--- src/rtl/ahb_pkg.sv ---
// Shared AHB-Lite encodings and the AHB-to-Avalon bridge state type.
package ahb_pkg;

   localparam logic [1:0] HTRANS_IDLE   = 2'b00;
   localparam logic [1:0] HTRANS_BUSY   = 2'b01;
   localparam logic [1:0] HTRANS_NONSEQ = 2'b10;
   localparam logic [1:0] HTRANS_SEQ    = 2'b11;

   localparam logic [2:0] HSIZE_BYTE  = 3'd0;
   localparam logic [2:0] HSIZE_HALF  = 3'd1;
   localparam logic [2:0] HSIZE_WORD  = 3'd2;
   localparam logic [2:0] HSIZE_DWORD = 3'd3;

   localparam logic HRESP_OKAY  = 1'b0;
   localparam logic HRESP_ERROR = 1'b1;

   typedef enum logic [2:0] {
      ST_IDLE,
      ST_READ,
      ST_WRITE,
      ST_ERR1,
      ST_ERR2
   } bridge_state_e;

endpackage

--- src/rtl/ahb_avm_lane.sv ---
// Byte-lane enables and size/alignment legality for one AHB address phase.
// Purely combinational so any AHB slave can reuse it at its accept point.
module ahb_avm_lane #(
   parameter int DW = 32,
   localparam int NB = DW / 8,
   localparam int LB = $clog2(NB)
) (
   input  logic [LB-1:0] addr_lo_i,
   input  logic [2:0]    hsize_i,
   output logic [NB-1:0] byteen_o,
   output logic          legal_o
);

   logic size_ok;

   assign size_ok = (hsize_i <= 3'(LB));

   always_comb begin
      legal_o = size_ok;
      for (int j = 0; j < LB; j++) begin
         if ((3'(j) < hsize_i) && addr_lo_i[j]) begin
            legal_o = 1'b0;
         end
      end
   end

   // A lane is enabled when it lies in the same hsize-sized block as the address.
   always_comb begin
      byteen_o = '0;
      if (size_ok) begin
         for (int i = 0; i < NB; i++) begin
            if ((LB'(i) >> hsize_i) == (addr_lo_i >> hsize_i)) begin
               byteen_o[i] = 1'b1;
            end
         end
      end
   end

endmodule

--- src/rtl/ahb_avm_bridge.sv ---
// AHB-Lite slave to Avalon-MM master bridge, one outstanding transfer.
// Optional waitrequest watchdog enabled by defining AHB_AVM_TIMEOUT_EN.
//
// state    | meaning
// ST_IDLE  | no transfer in data phase, zero-wait OKAY
// ST_READ  | avm_read asserted, data phase stretched by waitrequest
// ST_WRITE | avm_write asserted, data phase stretched by waitrequest
// ST_ERR1  | first ERROR cycle, hreadyout low
// ST_ERR2  | second ERROR cycle, hreadyout high, may accept next transfer
module ahb_avm_bridge
   import ahb_pkg::*;
#(
   parameter int AW      = 32,
   parameter int DW      = 32,
   parameter int TIMEOUT = 256
) (
   input  logic            hclk,
   input  logic            hresetn,
   input  logic            hsel,
   input  logic [AW-1:0]   haddr,
   input  logic [1:0]      htrans,
   input  logic            hwrite,
   input  logic [2:0]      hsize,
   input  logic [DW-1:0]   hwdata,
   input  logic            hready,
   output logic            hreadyout,
   output logic            hresp,
   output logic [DW-1:0]   hrdata,
   output logic [AW-1:0]   avm_address,
   output logic            avm_read,
   output logic            avm_write,
   output logic [DW-1:0]   avm_writedata,
   output logic [DW/8-1:0] avm_byteenable,
   input  logic [DW-1:0]   avm_readdata,
   input  logic            avm_waitrequest
);

   localparam int NB = DW / 8;
   localparam int LB = $clog2(NB);

   bridge_state_e state_q, state_d, tgt;
   logic [AW-1:0] addr_q, addr_d;
   logic [NB-1:0] be_q, be_d;
   logic          rd_q, rd_d;
   logic          wr_q, wr_d;

   logic [NB-1:0] lane_be;
   logic          lane_legal;
   logic          accept;
   logic          busy;
   logic          addr_slot;
   logic          issue;
   logic          timeout_hit;
   logic          unused_htrans0;

   ahb_avm_lane #(.DW(DW)) u_lane (
      .addr_lo_i (haddr[LB-1:0]),
      .hsize_i   (hsize),
      .byteen_o  (lane_be),
      .legal_o   (lane_legal)
   );

   assign unused_htrans0 = htrans[0];
   assign accept         = hsel && hready && htrans[1];
   assign busy           = (state_q == ST_READ) || (state_q == ST_WRITE);
   // An address phase can only be taken when no data phase is still pending.
   assign addr_slot      = (state_q == ST_IDLE) || (state_q == ST_ERR2) ||
                           (busy && !avm_waitrequest);
   assign issue          = addr_slot && accept && lane_legal;

`ifdef AHB_AVM_TIMEOUT_EN
   localparam int TW = $clog2(TIMEOUT);
   logic [TW-1:0] cnt_q, cnt_d;

   always_comb begin
      cnt_d = cnt_q;
      if (issue) begin
         cnt_d = '0;
      end else if (busy && avm_waitrequest) begin
         cnt_d = cnt_q + 1'b1;
      end
   end

   always_ff @(posedge hclk or negedge hresetn) begin
      if (!hresetn) begin
         cnt_q <= '0;
      end else begin
         cnt_q <= cnt_d;
      end
   end

   assign timeout_hit = busy && avm_waitrequest && (cnt_q == TW'(TIMEOUT - 1));
`else
   logic unused_timeout;
   assign unused_timeout = (TIMEOUT == 0);
   assign timeout_hit    = 1'b0;
`endif

   always_ff @(posedge hclk or negedge hresetn) begin
      if (!hresetn) begin
         state_q <= ST_IDLE;
         addr_q  <= '0;
         be_q    <= '0;
         rd_q    <= 1'b0;
         wr_q    <= 1'b0;
      end else begin
         state_q <= state_d;
         addr_q  <= addr_d;
         be_q    <= be_d;
         rd_q    <= rd_d;
         wr_q    <= wr_d;
      end
   end

   always_comb begin
      tgt = ST_IDLE;
      if (accept) begin
         if (!lane_legal) begin
            tgt = ST_ERR1;
         end else if (hwrite) begin
            tgt = ST_WRITE;
         end else begin
            tgt = ST_READ;
         end
      end

      state_d = state_q;
      unique case (state_q)
         ST_IDLE, ST_ERR2: state_d = tgt;
         ST_READ, ST_WRITE: begin
            if (!avm_waitrequest) begin
               state_d = tgt;
            end else if (timeout_hit) begin
               state_d = ST_ERR1;
            end
         end
         ST_ERR1: state_d = ST_ERR2;
         default: state_d = ST_IDLE;
      endcase

      addr_d = addr_q;
      be_d   = be_q;
      if (issue) begin
         addr_d = {haddr[AW-1:LB], LB'(0)};
         be_d   = lane_be;
      end
      rd_d = (state_d == ST_READ);
      wr_d = (state_d == ST_WRITE);
   end

   always_comb begin
      hreadyout = 1'b1;
      hresp     = HRESP_OKAY;
      hrdata    = '0;
      unique case (state_q)
         ST_READ: begin
            hreadyout = !avm_waitrequest;
            hrdata    = avm_readdata;
         end
         ST_WRITE: hreadyout = !avm_waitrequest;
         ST_ERR1: begin
            hreadyout = 1'b0;
            hresp     = HRESP_ERROR;
         end
         ST_ERR2: hresp = HRESP_ERROR;
         default: ;
      endcase
   end

   assign avm_address    = addr_q;
   assign avm_byteenable = be_q;
   assign avm_read       = rd_q;
   assign avm_write      = wr_q;
   assign avm_writedata  = hwdata;

endmodule

--- config.mk ---
export PLATFORM = sky130hd
export DESIGN_NAME = ahb_avm_bridge
export DESIGN_NICKNAME = d
export VERILOG_FILES = /design/src/rtl/ahb_pkg.sv /design/src/rtl/ahb_avm_lane.sv /design/src/rtl/ahb_avm_bridge.sv
export SDC_FILE = /design/constraint.sdc
export NUM_CORES = 1
export LEC_CHECK = 0
export ABC_AREA = 1
export BUFFER_PORTS_ARGS = -buffer_cell sky130_fd_sc_hd__buf_2
export CAP_MARGIN = 5
export CORE_MARGIN = 10
export CORE_UTILIZATION = 37
export DETAILED_ROUTE_END_ITERATION = 7
export PLACE_DENSITY_LB_ADDON = 0.08
export SYNTH_ARGS = -nofsm -noshare
export SYNTH_HDL_FRONTEND = slang
export SYNTH_SLANG_ARGS = --single-unit
export TNS_END_PERCENT = 100
--- constraint.sdc ---
create_clock -name hclk -period 1.8 [get_ports hclk]
set_clock_uncertainty 0.1 [all_clocks]
set_input_delay 0.27 -clock hclk [delete_from_list [all_inputs] [get_ports hclk]]
set_output_delay 0.27 -clock hclk [all_outputs]
set_load 0.05 [all_outputs]
==> results_dict.tcl <==
set metrics [dict create \
    critPathLaunchType "flip-flop" \
    ir_worst_vdd_mv 0.683 \
    hold_path_class "in2reg" \
    critical_path_arrival_ns 1.38 \
    multi_input_comb_area_um2 822 \
    path_clk_slew_ns 0.08 \
    status "complete, no violations" \
    rsz0062_at_grt "true" \
    grt_pass1_vias 2054 \
    final_max_slew_viol_count 0 \
    overflow 0 \
    fp.dieW_um 97.2 \
    synth_area_um2 2210 \
    layout-drive-gt1-share 0.467 \
    report.final.hold_viol_count 0 \
    vias 2070 \
    vias_per_cell 4.18 \
    wirelength_mm 6.97 \
    cts-root-buf "clkbuf_8" \
    avgSynthCellArea_um2 7.33 \
    synthSimpleGateAreaFrac 0.315 \
    cp_slowest_cell "dfrtp_1" \
    max-clock-path-buffers 2 \
    min_period_over_period 0.972 \
    grtUsageTotal 0.133 \
    crit_family "buffers and inverters" \
    final_area_um2 3200 \
    grt_pass1_wl_mm 10.5 \
    syn_to_final_growth_pct 45.0 \
    intPower_uw 1740 \
    layout_common_cells "112 x nand2_1, 110 x buf_2, 40 x inv_1" \
    synthDominantCellAreaShare 0.442 \
    seq_area_um2 976 \
    ant_nets 0 \
    cts_buffers 5 \
    antenna-diode-count 0 \
    drc 0 \
    htreeDepth 2 \
    dr.pass1.iters 4 \
    power.clock.fraction 0.200 \
    clkLatencyLatePin_ns 0.28 \
    drtIter0Drc 66 \
    power.share.switching 0.447 \
    place_area_um2 2740 \
    ys_seq_area_frac 0.442 \
    synth_compound_area_frac 0.0170 \
    path_class "reg2out" \
    critPathBufInv 3 \
    max_freq_ghz 0.571 \
    netlist_top_cells_area "dfrtp_1 44%, nand2_1 19%, buf_4 12%, inv_1 7.0%, nor2_1 6.3%" \
    cts_tree "done" \
    critical_path.max_fanout 14 \
    power.density_nw_per_um2 984 \
    initial_utilization 0.377 \
    seqPwrFrac 0.362 \
    ys_ff_latch 39 \
    critPathCaptureType "output port" \
    synth.distinct_cells 20 \
    core-area_um2 5850 \
    crit_chain "inv_2, nand3_4, buf_12, nor2_1, buf_6" \
    die_height_um 97.2 \
    comb_power_share 0.438 \
    port_buffers 143 \
    rows 28 \
    synth_adder_area_share 0 \
    synthCells 301 \
    nets 526 \
    p_leak_uw 0.00198 \
    slowest_delay_ns 0.43 \
    yosysTopAreaCell "dfrtp_1" \
    maxCapViolations 0 \
    p_sw_uw 1410 \
    hpwlAfterDp_mm 5.27 \
    gp_congestion 0.749 \
    timing.final.crit_period_ns 1.75 \
    final.setup.tns_ns 0 \
    fillers 586 \
    grt_max_degree 35 \
    cp.required_ns 1.43 \
    synth_top_family_by_area "simple AND/OR/NAND/NOR gates" \
    setup_violations 0 \
    synthXorXnorAreaFrac 0 \
    antenna_found_initial 0 \
    synth.area.mux_share 0 \
    yosysWarnings 0 \
    design.die.area_um2 9450 \
    drt-wirelength-per-cell_um 14.1 \
    io_pins 211 \
    clock-sinks 39 \
    final_common_cell "nand2_1" \
]
==> repair_timing <==
action	in CTS	in global routing
buffers inserted	0	3
endpoints found under the setup margin	29	32
hold buffers	1	0
hold endpoints to repair	17	0
gates cloned	0	2
gates resized for setup	37	59
==> cell families after synthesis <==
group | count (synthesis)
simple gates | 169
buf+inv | 86
flops | 39
other cells | 1
compound gates | 6
==> worst register-to-register path, cell delays in order, from the launching register on <==
cell,delay (ns)
dfrtp_1,0.40
inv_2,0.10
buf_4,0.12
nand3_1,0.11
nand2_1,0.11
nand2_2,0.09
nor2_8,0.16
inv_4,0.16
nand2_1,0.09
o21ai_0,0.08
==> per-stage QoR <==
stage,utilization,hold WS (ns),setup slack [ns],std cells,power (uW)
after global placement,0.469,0.138,0.240,481,2480
after floorplan,-,-0.126,-0.0657,302,2300
after global routing,0.547,0.0762,-0.0450,495,3330
final,0.547,0.0825,0.0500,495,3150
after detailed placement,0.469,0.135,0.205,481,2490
after CTS,0.505,0.0733,0.00331,490,3150
==> worst paths after layout <==
path | to | slack [ns] | startpoint | depth (start not counted)
worst max-delay path | hrdata[14] | 0.05 | state_q[1] | 5
worst min-delay path | avm_address[19] | 0.08 | haddr[19] | 3
worst max register to register | avm_byteenable[1] | 0.16 | state_q[2] | 9
worst min register to register | avm_address[7] | 0.36 | avm_address[7] | 2
max in group asynchronous | avm_address[25] | 0.79 | hresetn | 3
min in group asynchronous | avm_address[7] | 0.35 | hresetn | 2
==> flip-flops by register name (all words and copies together), names as in the netlist <==
register / count
avm_byteenable: 4
avm_address: 30
avm_write: 1
avm_read: 1
state_q: 3
==> per-layer routing <==
layer  up-vias  global-route usage  routed length, um
met4         0              0.0336                 76
li1       1078                   -                  -
met5         -                   0                  0
met1       894               0.133               2550
met2        85               0.244               3700
met3        13              0.0576                634
==> cell usage after synthesis (all sizes together) <==
| cell | count |
|---|---|
| clkbuf | 3 |
| nand3 | 12 |
| conb | 1 |
| buf | 40 |
| nand2 | 116 |
| o21bai | 2 |
| nand3b | 1 |
| a22oi | 1 |
| nor2 | 40 |
| o21ai | 3 |
| dfrtp | 39 |
| inv | 43 |
==> power groups by stage <==
stage	clock [uW]	sequential [uW]	combinational, uW
after floorplan	0	1800	496
after global routing	697	1170	1470
after detailed placement	0	1160	1340
after CTS	653	1140	1360
after global placement	0	1150	1330
final	629	1140	1380
==> final cells by class <==
| type | instances | area share |
|---|---|---|
| clock buffers | 8 | 0.0313 |
| inverters | 43 | 0.0512 |
| multi-input cells | 177 | 0.257 |
| flip-flops and latches | 39 | 0.305 |
| well taps | 75 | 0.0293 |
| repair buffers | 153 | 0.326 |
No activity file was read; power rests on OpenSTA's default activity.
